===== src/rtl/layer_mixer_if.sv =====
// layer_mixer_if
//  Pixel-rate bundle between the timing source, the background ROM and the
//  layer compositor.
//  master : drives raster position/sync/sprite inputs and background ROM data,
//           receives composited colour, syncs, scroll and collision state.
//  slave  : the compositor side (layer_mixer).
//  There is no handshake. One pixel is transferred on every clock and both
//  sides are always ready. The ROM returns bg_q a fixed number of cycles after
//  bg_addr.
interface layer_mixer_if #(
  parameter int NUM_SPRITES = 4,
  parameter int COL_W       = 12,
  parameter int ROW_W       = 11,
  parameter int SCROLL_W    = 32,
  parameter int BG_ADDR_W   = 16
);
  logic [COL_W-1:0]          display_col;
  logic [ROW_W-1:0]          display_row;
  logic                      visible;
  logic                      hsync_in;
  logic                      vsync_in;
  logic                      scroll_en;
  logic [NUM_SPRITES-1:0]    sprite_visible;
  logic [12*NUM_SPRITES-1:0] sprite_rgb;
  logic [BG_ADDR_W-1:0]      bg_addr;
  logic [11:0]               bg_q;
  logic [3:0]                vga_r;
  logic [3:0]                vga_g;
  logic [3:0]                vga_b;
  logic                      hsync_out;
  logic                      vsync_out;
  logic [SCROLL_W-1:0]       scroll_pos;
  logic                      frame_tick;
  logic [NUM_SPRITES-1:0]    collision;

  modport master (
    output display_col, display_row, visible, hsync_in, vsync_in, scroll_en,
           sprite_visible, sprite_rgb, bg_q,
    input  bg_addr, vga_r, vga_g, vga_b, hsync_out, vsync_out, scroll_pos,
           frame_tick, collision
  );

  modport slave (
    input  display_col, display_row, visible, hsync_in, vsync_in, scroll_en,
           sprite_visible, sprite_rgb, bg_q,
    output bg_addr, vga_r, vga_g, vga_b, hsync_out, vsync_out, scroll_pos,
           frame_tick, collision
  );
endinterface


===== src/rtl/layer_mixer.sv =====
// layer_mixer
//  Per-pixel layer compositor between the VGA timing generator and the pins.
//  Produces the scrolled background ROM address, delays sprite/sync data to
//  line up with the ROM read, picks the lowest-index opaque sprite over the
//  background, and reports per-frame sprite-0 overlaps.
// Ports
//  clock : pixel clock
//  reset : asynchronous, active-low
//  bus   : layer_mixer_if.slave (raster inputs, sprites, ROM address/data,
//          colour/sync outputs, scroll_pos, frame_tick, collision)
module layer_mixer #(
  parameter int          NUM_SPRITES = 4,
  parameter int          COL_W       = 12,
  parameter int          ROW_W       = 11,
  parameter int          SCROLL_W    = 32,
  parameter int          SCROLL_STEP = 3,
  parameter int          BG_SHIFT    = 2,
  parameter int          BG_COL_BITS = 8,
  parameter int          BG_ROW_BITS = 8,
  parameter int          BG_LATENCY  = 1,
  parameter bit          KEY_EN      = 1'b1,
  parameter logic [11:0] KEY_COLOR   = 12'h000
) (
  input logic         clock,
  input logic         reset,
  layer_mixer_if.slave bus
);

  localparam int EXT_W = (SCROLL_W > COL_W) ? SCROLL_W : COL_W;

  typedef struct packed {
    logic [NUM_SPRITES-1:0]    eff;
    logic [12*NUM_SPRITES-1:0] rgb;
    logic                      vis;
    logic                      hs;
    logic                      vs;
  } pix_t;

  logic [SCROLL_W-1:0]    scroll_q;
  logic                   tick_q;
  logic [NUM_SPRITES-1:0] acc_q;
  logic [NUM_SPRITES-1:0] coll_q;
  logic [11:0]            rgb_q;
  logic                   hs_q;
  logic                   vs_q;

  logic                   frame_start;
  logic [EXT_W-1:0]       scroll_ext;
  logic [COL_W-1:0]       sc;
  logic [NUM_SPRITES-1:0] eff;
  logic [NUM_SPRITES-1:0] hit;
  logic [11:0]            colour;
  logic                   unused_bits;
  pix_t                   cur;
  pix_t                   sel;
  pix_t                   pipe [BG_LATENCY];

  assign frame_start = (bus.display_col == '0) && (bus.display_row == '0);

  // Scroll may be narrower than the column counter; zero-extend before
  // taking the low COL_W bits so the add wraps at 2^COL_W.
  assign scroll_ext = EXT_W'(scroll_q);
  assign sc         = bus.display_col + scroll_ext[COL_W-1:0];
  assign bus.bg_addr = {sc[BG_SHIFT+BG_COL_BITS-1:BG_SHIFT],
                        bus.display_row[BG_SHIFT+BG_ROW_BITS-1:BG_SHIFT]};
  assign unused_bits = ^{sc, bus.display_row, scroll_ext};

  // Colour keying happens at the input so both the priority mux and the
  // collision detector see the same effective visibility.
  always_comb begin
    eff = '0;
    for (int i = 0; i < NUM_SPRITES; i++) begin
      eff[i] = bus.sprite_visible[i] &&
               !(KEY_EN && (bus.sprite_rgb[12*i +: 12] == KEY_COLOR));
    end
  end

  // Player (sprite 0) against every other sprite; bit 0 never set.
  always_comb begin
    hit = '0;
    for (int j = 1; j < NUM_SPRITES; j++) begin
      hit[j] = bus.visible && eff[0] && eff[j];
    end
  end

  assign cur = '{eff: eff, rgb: bus.sprite_rgb, vis: bus.visible,
                 hs: bus.hsync_in, vs: bus.vsync_in};

  // Delay line matching the background ROM read latency.
  always_ff @(posedge clock or negedge reset) begin
    if (!reset) begin
      for (int i = 0; i < BG_LATENCY; i++) pipe[i] <= '0;
    end else begin
      pipe[0] <= cur;
      for (int i = 1; i < BG_LATENCY; i++) pipe[i] <= pipe[i-1];
    end
  end

  assign sel = pipe[BG_LATENCY-1];

  // Scan from highest index down so the lowest-index opaque sprite wins.
  always_comb begin
    colour = bus.bg_q;
    for (int i = NUM_SPRITES - 1; i >= 0; i--) begin
      if (sel.eff[i]) colour = sel.rgb[12*i +: 12];
    end
    if (!sel.vis) colour = '0;
  end

  always_ff @(posedge clock or negedge reset) begin
    if (!reset) begin
      rgb_q <= '0;
      hs_q  <= 1'b0;
      vs_q  <= 1'b0;
    end else begin
      rgb_q <= colour;
      hs_q  <= sel.hs;
      vs_q  <= sel.vs;
    end
  end

  // Frame-rate state. The (0,0) pixel's hit seeds the new accumulator, and
  // the completed frame's flags are published for the whole next frame.
  always_ff @(posedge clock or negedge reset) begin
    if (!reset) begin
      scroll_q <= '0;
      tick_q   <= 1'b0;
      acc_q    <= '0;
      coll_q   <= '0;
    end else begin
      tick_q <= frame_start;
      if (frame_start && bus.scroll_en) scroll_q <= scroll_q + SCROLL_W'(SCROLL_STEP);
      if (frame_start) begin
        coll_q <= acc_q;
        acc_q  <= hit;
      end else begin
        acc_q  <= acc_q | hit;
      end
    end
  end

  assign bus.vga_r      = rgb_q[3:0];
  assign bus.vga_g      = rgb_q[7:4];
  assign bus.vga_b      = rgb_q[11:8];
  assign bus.hsync_out  = hs_q;
  assign bus.vsync_out  = vs_q;
  assign bus.scroll_pos = scroll_q;
  assign bus.frame_tick = tick_q;
  assign bus.collision  = coll_q;

endmodule

===== src/flat_wrapper.sv =====
// flat-port wrapper written by rule: the top's interface ports become plain ports
module layer_mixer_flat 
#(
  parameter int          NUM_SPRITES = 4,
  parameter int          COL_W       = 12,
  parameter int          ROW_W       = 11,
  parameter int          SCROLL_W    = 32,
  parameter int          SCROLL_STEP = 3,
  parameter int          BG_SHIFT    = 2,
  parameter int          BG_COL_BITS = 8,
  parameter int          BG_ROW_BITS = 8,
  parameter int          BG_LATENCY  = 1,
  parameter bit          KEY_EN      = 1'b1,
  parameter logic [11:0] KEY_COLOR   = 12'h000
)
  (clock, reset, bus_display_col, bus_display_row, bus_visible, bus_hsync_in, bus_vsync_in, bus_scroll_en, bus_sprite_visible, bus_sprite_rgb, bus_bg_q, bus_bg_addr, bus_vga_r, bus_vga_g, bus_vga_b, bus_hsync_out, bus_vsync_out, bus_scroll_pos, bus_frame_tick, bus_collision);
  layer_mixer_if #(.NUM_SPRITES(NUM_SPRITES), .COL_W(COL_W), .ROW_W(ROW_W), .SCROLL_W(SCROLL_W)) bus_i ();
  input logic clock;
  input logic reset;
  input wire logic [$bits(bus_i.display_col)-1:0] bus_display_col;
  input wire logic [$bits(bus_i.display_row)-1:0] bus_display_row;
  input wire logic [$bits(bus_i.visible)-1:0] bus_visible;
  input wire logic [$bits(bus_i.hsync_in)-1:0] bus_hsync_in;
  input wire logic [$bits(bus_i.vsync_in)-1:0] bus_vsync_in;
  input wire logic [$bits(bus_i.scroll_en)-1:0] bus_scroll_en;
  input wire logic [$bits(bus_i.sprite_visible)-1:0] bus_sprite_visible;
  input wire logic [$bits(bus_i.sprite_rgb)-1:0] bus_sprite_rgb;
  input wire logic [$bits(bus_i.bg_q)-1:0] bus_bg_q;
  output wire logic [$bits(bus_i.bg_addr)-1:0] bus_bg_addr;
  output wire logic [$bits(bus_i.vga_r)-1:0] bus_vga_r;
  output wire logic [$bits(bus_i.vga_g)-1:0] bus_vga_g;
  output wire logic [$bits(bus_i.vga_b)-1:0] bus_vga_b;
  output wire logic [$bits(bus_i.hsync_out)-1:0] bus_hsync_out;
  output wire logic [$bits(bus_i.vsync_out)-1:0] bus_vsync_out;
  output wire logic [$bits(bus_i.scroll_pos)-1:0] bus_scroll_pos;
  output wire logic [$bits(bus_i.frame_tick)-1:0] bus_frame_tick;
  output wire logic [$bits(bus_i.collision)-1:0] bus_collision;
  assign bus_i.display_col = bus_display_col;
  assign bus_i.display_row = bus_display_row;
  assign bus_i.visible = bus_visible;
  assign bus_i.hsync_in = bus_hsync_in;
  assign bus_i.vsync_in = bus_vsync_in;
  assign bus_i.scroll_en = bus_scroll_en;
  assign bus_i.sprite_visible = bus_sprite_visible;
  assign bus_i.sprite_rgb = bus_sprite_rgb;
  assign bus_i.bg_q = bus_bg_q;
  assign bus_bg_addr = bus_i.bg_addr;
  assign bus_vga_r = bus_i.vga_r;
  assign bus_vga_g = bus_i.vga_g;
  assign bus_vga_b = bus_i.vga_b;
  assign bus_hsync_out = bus_i.hsync_out;
  assign bus_vsync_out = bus_i.vsync_out;
  assign bus_scroll_pos = bus_i.scroll_pos;
  assign bus_frame_tick = bus_i.frame_tick;
  assign bus_collision = bus_i.collision;
  layer_mixer #(.NUM_SPRITES(NUM_SPRITES), .COL_W(COL_W), .ROW_W(ROW_W), .SCROLL_W(SCROLL_W), .SCROLL_STEP(SCROLL_STEP), .BG_SHIFT(BG_SHIFT), .BG_COL_BITS(BG_COL_BITS), .BG_ROW_BITS(BG_ROW_BITS), .BG_LATENCY(BG_LATENCY), .KEY_EN(KEY_EN), .KEY_COLOR(KEY_COLOR)) u_core (.clock(clock), .reset(reset), .bus(bus_i));
endmodule

===== config.mk =====
export PLATFORM = sky130hd
export DESIGN_NAME = layer_mixer_flat
export DESIGN_NICKNAME = d
export VERILOG_FILES = /design/src/rtl/layer_mixer_if.sv /design/src/rtl/layer_mixer.sv /design/src/flat_wrapper.sv
export SDC_FILE = /design/constraint.sdc
export NUM_CORES = 1
export LEC_CHECK = 0
export ABC_AREA = 1
export CAP_MARGIN = 10
export CORE_ASPECT_RATIO = 0.7
export CORE_UTILIZATION = 43
export DETAILED_ROUTE_END_ITERATION = 8
export GPL_TIMING_DRIVEN = 0
export PLACE_DENSITY = 0.77
export SETUP_SLACK_MARGIN = 0.05
export SYNTH_ARGS = -nofsm -noshare
export SYNTH_HDL_FRONTEND = slang
export SYNTH_SLANG_ARGS = --single-unit

===== constraint.sdc =====
create_clock -name clock -period 1.5 [get_ports clock]
set_input_delay 0.3 -clock clock [delete_from_list [all_inputs] [get_ports clock]]
set_output_delay 0.3 -clock clock [all_outputs]
set_load 0.005 [all_outputs]

==> run metrics <==
global-route total usage across every layer 27.9%; family of cells with the greatest summed delay on the critical path simple AND/OR/NAND/NOR gates; Final WS setup -595 ps; number of violations reported at the end of detailed-routing iteration 0 324; clock latency reported for the late side of the worst-skew pair 350 ps; combined area of all synthesized cells 5390 µm²; CTS tree built; number of detailed-route iterations in the first pass 5; Worst Hold End u_core.bus.hsync_out; clk_skew 10.8 ps; kind of critical path reg2out; share of cell area taken by muxes after synthesis 0%; number of enable-type register cells in the synthesized netlist 0; number of antenna violations at the first check in global routing 0; total number of H-tree levels 3; setup slack at placement -1010 ps; CP required 1200 ps; Area Overhead vs Synth 59.6%; IO Pins 160; maximum operating frequency 477 MHz; Reg clk slew, reported paths 70 ps; maxcap violations 0; number of instances on the worst hold path 0; max incr delay on CP 420 ps; CTS sink cnt 108; diode insertion count for antenna repair 0; classification of the worst-slack hold path reg2reg; count of buffering cells on the critical path with inverters included 2; clock root cell sky130_fd_sc_hd__clkbuf_16; share of the yosys chip area belonging to registers 50.1%; setup slack of the worst register-to-register path -300 ps; DRC violations left 0; combinational family with the most area after synthesis simple AND/OR/NAND/NOR gates; reg2reg start u_core.bus.scroll_pos[2]; post-synthesis net count 791; vias in the first global route 5223; Synth Warn # 0; most frequent cells after synthesis 266 x sky130_fd_sc_hd__nand2_1, 117 x sky130_fd_sc_hd__nor2_1, 108 x sky130_fd_sc_hd__dfrtp_1, 35 x sky130_fd_sc_hd__inv_1, 27 x sky130_fd_sc_hd__a21oi_1; full die area 13000 µm²; number of port buffers 158; RSZ-0062 raised after global routing yes; Mapped Cells 689; Total Nets Final 1037; area share of the largest cell type after synthesis 50.1%; average cell area after synthesis 7.83 µm²; CP Launch Type flop; Final setup violation count 41; critical path, cell by cell ha_4 > inv_2 > o21ai_2 > nand2_2 > nand2_1 > nand2_1 > nand3_1 > nand2_1 > nand2_2 > buf_6; number of cell rows 33; violated checks setup timing; Placed Instance Area 7310 µm²; Cell Pwr Density 709 nW/µm²; number of library cell types mapped by synthesis 32; area leader, netlist sky130_fd_sc_hd__dfrtp_1; Final Hold Slack 372 ps; capturing point of the worst reg2reg path u_core.bus.scroll_pos[30]; run status finished with violations; Initial Utilization 45.0%; vias per inst 5.01; routability-driven placement congestion ratio 0.900; final cell area excluding filler cells 8600 µm²; Max rail drop VDD 0.676 mV; wire length of the first global-routing pass 27.1 mm; Slowest cell on crit path sky130_fd_sc_hd__dfrtp_1; cell occurring most often along the worst timing path sky130_fd_sc_hd__nand2_1; area share of xor/xnor cells in the synthesized design 3.41%; proportion of synthesized flip-flops having asynchronous set or reset 100%; CP Data Arrival Time 1800 ps; Slew Limit Fails 0; number of hold violations in the final report 0; DR WL/cell 16.6 µm; leakage power of the design 4.27 nW; total wirelength of the detailed-routed design 18.2 mm; worst hold path startpoint u_core.pipe[1]; dominant register cell in the synthesized netlist sky130_fd_sc_hd__dfrtp_1; leftover overflow at the end of global routing 0; most common cell in the netlist sky130_fd_sc_hd__nand2_1; largest net degree at the start of global routing 76; min Tclk post-route 2100 ps; post-route clock period utilization 140%; cell types with the largest area share after synthesis sky130_fd_sc_hd__dfrtp_1 50%, sky130_fd_sc_hd__nand2_1 19%, sky130_fd_sc_hd__nor2_1 8.1%; Critical Path End Type output pin; detailed-placement wirelength estimate 12.5 mm; Routed Antenna Nets 0; core footprint 12000 µm²; Die Ht 95.7 µm; cells on worst reg2reg path 14; synthesized-area fraction occupied by ao, oa, aoi and oai cells 6.73%; Simple-Gate Fraction of Synth Area 32.2%; total clock buffers created by CTS 9; x dimension of the die 136 µm; routed via count 5495; adder and majority gate portion of the synthesized area 2.09%; fraction of final layout cells with drive strength greater than 1 26.7%; largest driver fanout on the critical path 4; CTS Buffer Depth 2; number of synthesized register bits 108
-- per-stage QoR --
step,cells,total power [mW],setup TNS (ps),utilization (%)
6_report,1097,6.10,-9100,71.9
2_1_floorplan,689,3.30,0,-
3_3_place_gp,1004,3.79,-436730,60.8
5_1_grt,1097,6.31,-12560,71.9
3_5_place_dp,1005,3.82,-27840,61.0
4_1_cts,1084,6.10,-5800,69.2
-- layer usage --
layer / track usage [%] / wire length, µm
met2: 43.5 / 8090
met5: 0 / 0
met3: 5.90 / 1290
met4: 6.76 / 332
met1: 39.9 / 8460
-- worst max-delay path by stage --
stage / startpoint / to / slack [ps] / depth (start not counted)
CTS: u_core.bus.scroll_pos[1] / bus_bg_addr[14] / -550 / 10
finish: u_core.bus.scroll_pos[2] / bus_bg_addr[15] / -600 / 10
floorplan: u_core.bus.scroll_pos[4] / bus_bg_addr[15] / 0.6 / 7
detailed placement: bus_display_col[4] / bus_bg_addr[13] / -1010 / 8
global placement: reset / u_core.bus.scroll_pos[4] / -4180 / 1
global route: u_core.bus.scroll_pos[2] / bus_bg_addr[15] / -660 / 10
-- final cells by class --
cell class              instances  area [µm²]
repair buffers                235        2170
plain buffers                  24         185
flip-flops and latches        108        2730
multi-input cells             521        2890
well taps                     157         196
inverters                      36         150
fillers                       910        3370
clock inverters                 6        53.8
clock buffers                  10         239
-- cells in the final DEF (no fill, tap or decap), types with 17 or more instances in the layout --
master / synthesis / final
sky130_fd_sc_hd__inv_1: 35 / 25
sky130_fd_sc_hd__nand2_1: 266 / 242
sky130_fd_sc_hd__nand2_2: 1 / 18
sky130_fd_sc_hd__dlygate4sd2_1: 0 / 63
sky130_fd_sc_hd__dfrtp_2: 0 / 18
sky130_fd_sc_hd__clkdlybuf4s50_1: 0 / 72
sky130_fd_sc_hd__dfrtp_1: 108 / 90
sky130_fd_sc_hd__a21oi_1: 27 / 23
sky130_fd_sc_hd__nor2_1: 117 / 88
sky130_fd_sc_hd__nor2_4: 1 / 18
sky130_fd_sc_hd__nor2_2: 5 / 17
sky130_fd_sc_hd__buf_4: 10 / 65
sky130_fd_sc_hd__buf_6: 2 / 27
-- where the power goes --
group | switching (mW) | internal [mW] | total, mW
logic | 0.343 | 0.372 | 0.715
clock network | 1.13 | 1.21 | 2.34
registers | 0.0362 | 3.01 | 3.05
-- worst reg2reg max path, cell delays in order, from the launching register on --
cell                      delay (ps)
sky130_fd_sc_hd__dfrtp_1         410
sky130_fd_sc_hd__buf_4           130
sky130_fd_sc_hd__buf_6            80
sky130_fd_sc_hd__buf_6            80
sky130_fd_sc_hd__buf_6            90
sky130_fd_sc_hd__buf_8           120
sky130_fd_sc_hd__nand2_4          60
sky130_fd_sc_hd__nor2_4          200
sky130_fd_sc_hd__nand2_4         100
sky130_fd_sc_hd__nor2_4          180
sky130_fd_sc_hd__nand2_1          70
sky130_fd_sc_hd__nand2_1          60
sky130_fd_sc_hd__nand2_1          40
sky130_fd_sc_hd__nand2_1          50
sky130_fd_sc_hd__nand2_1          50
-- repair_timing --
item / 4_1_cts / 5_1_grt
endpoints found under the hold margin: 33 / 0
hold buffers: 1 / 0
pin swaps: 42 / 36
buffers inserted: 61 / 16
gates cloned: 1 / 0
resized for setup: 215 / 78
endpoints found under the setup margin: 104 / 60
-- flip-flops by register name, summed over array words and instances, names as in the netlist --
name and count:
u_core.acc_q 3, u_core.bus.frame_tick 1, u_core.pipe 55, u_core.bus.scroll_pos 32, u_core.bus.collision 3, u_core.bus.vsync_out 1
u_core.bus.hsync_out 1, u_core.rgb_q 12
-- logic make-up after synthesis --
kind of cell,count (synthesis)
and+or+nand+nor,427
DFF,108
xor gates and xnor gates,21
buffers and inverters,60
other,1
adders and majority gates,9
AOI/OAI and AO/OA,63
No activity file was read; power rests on OpenSTA's default activity.
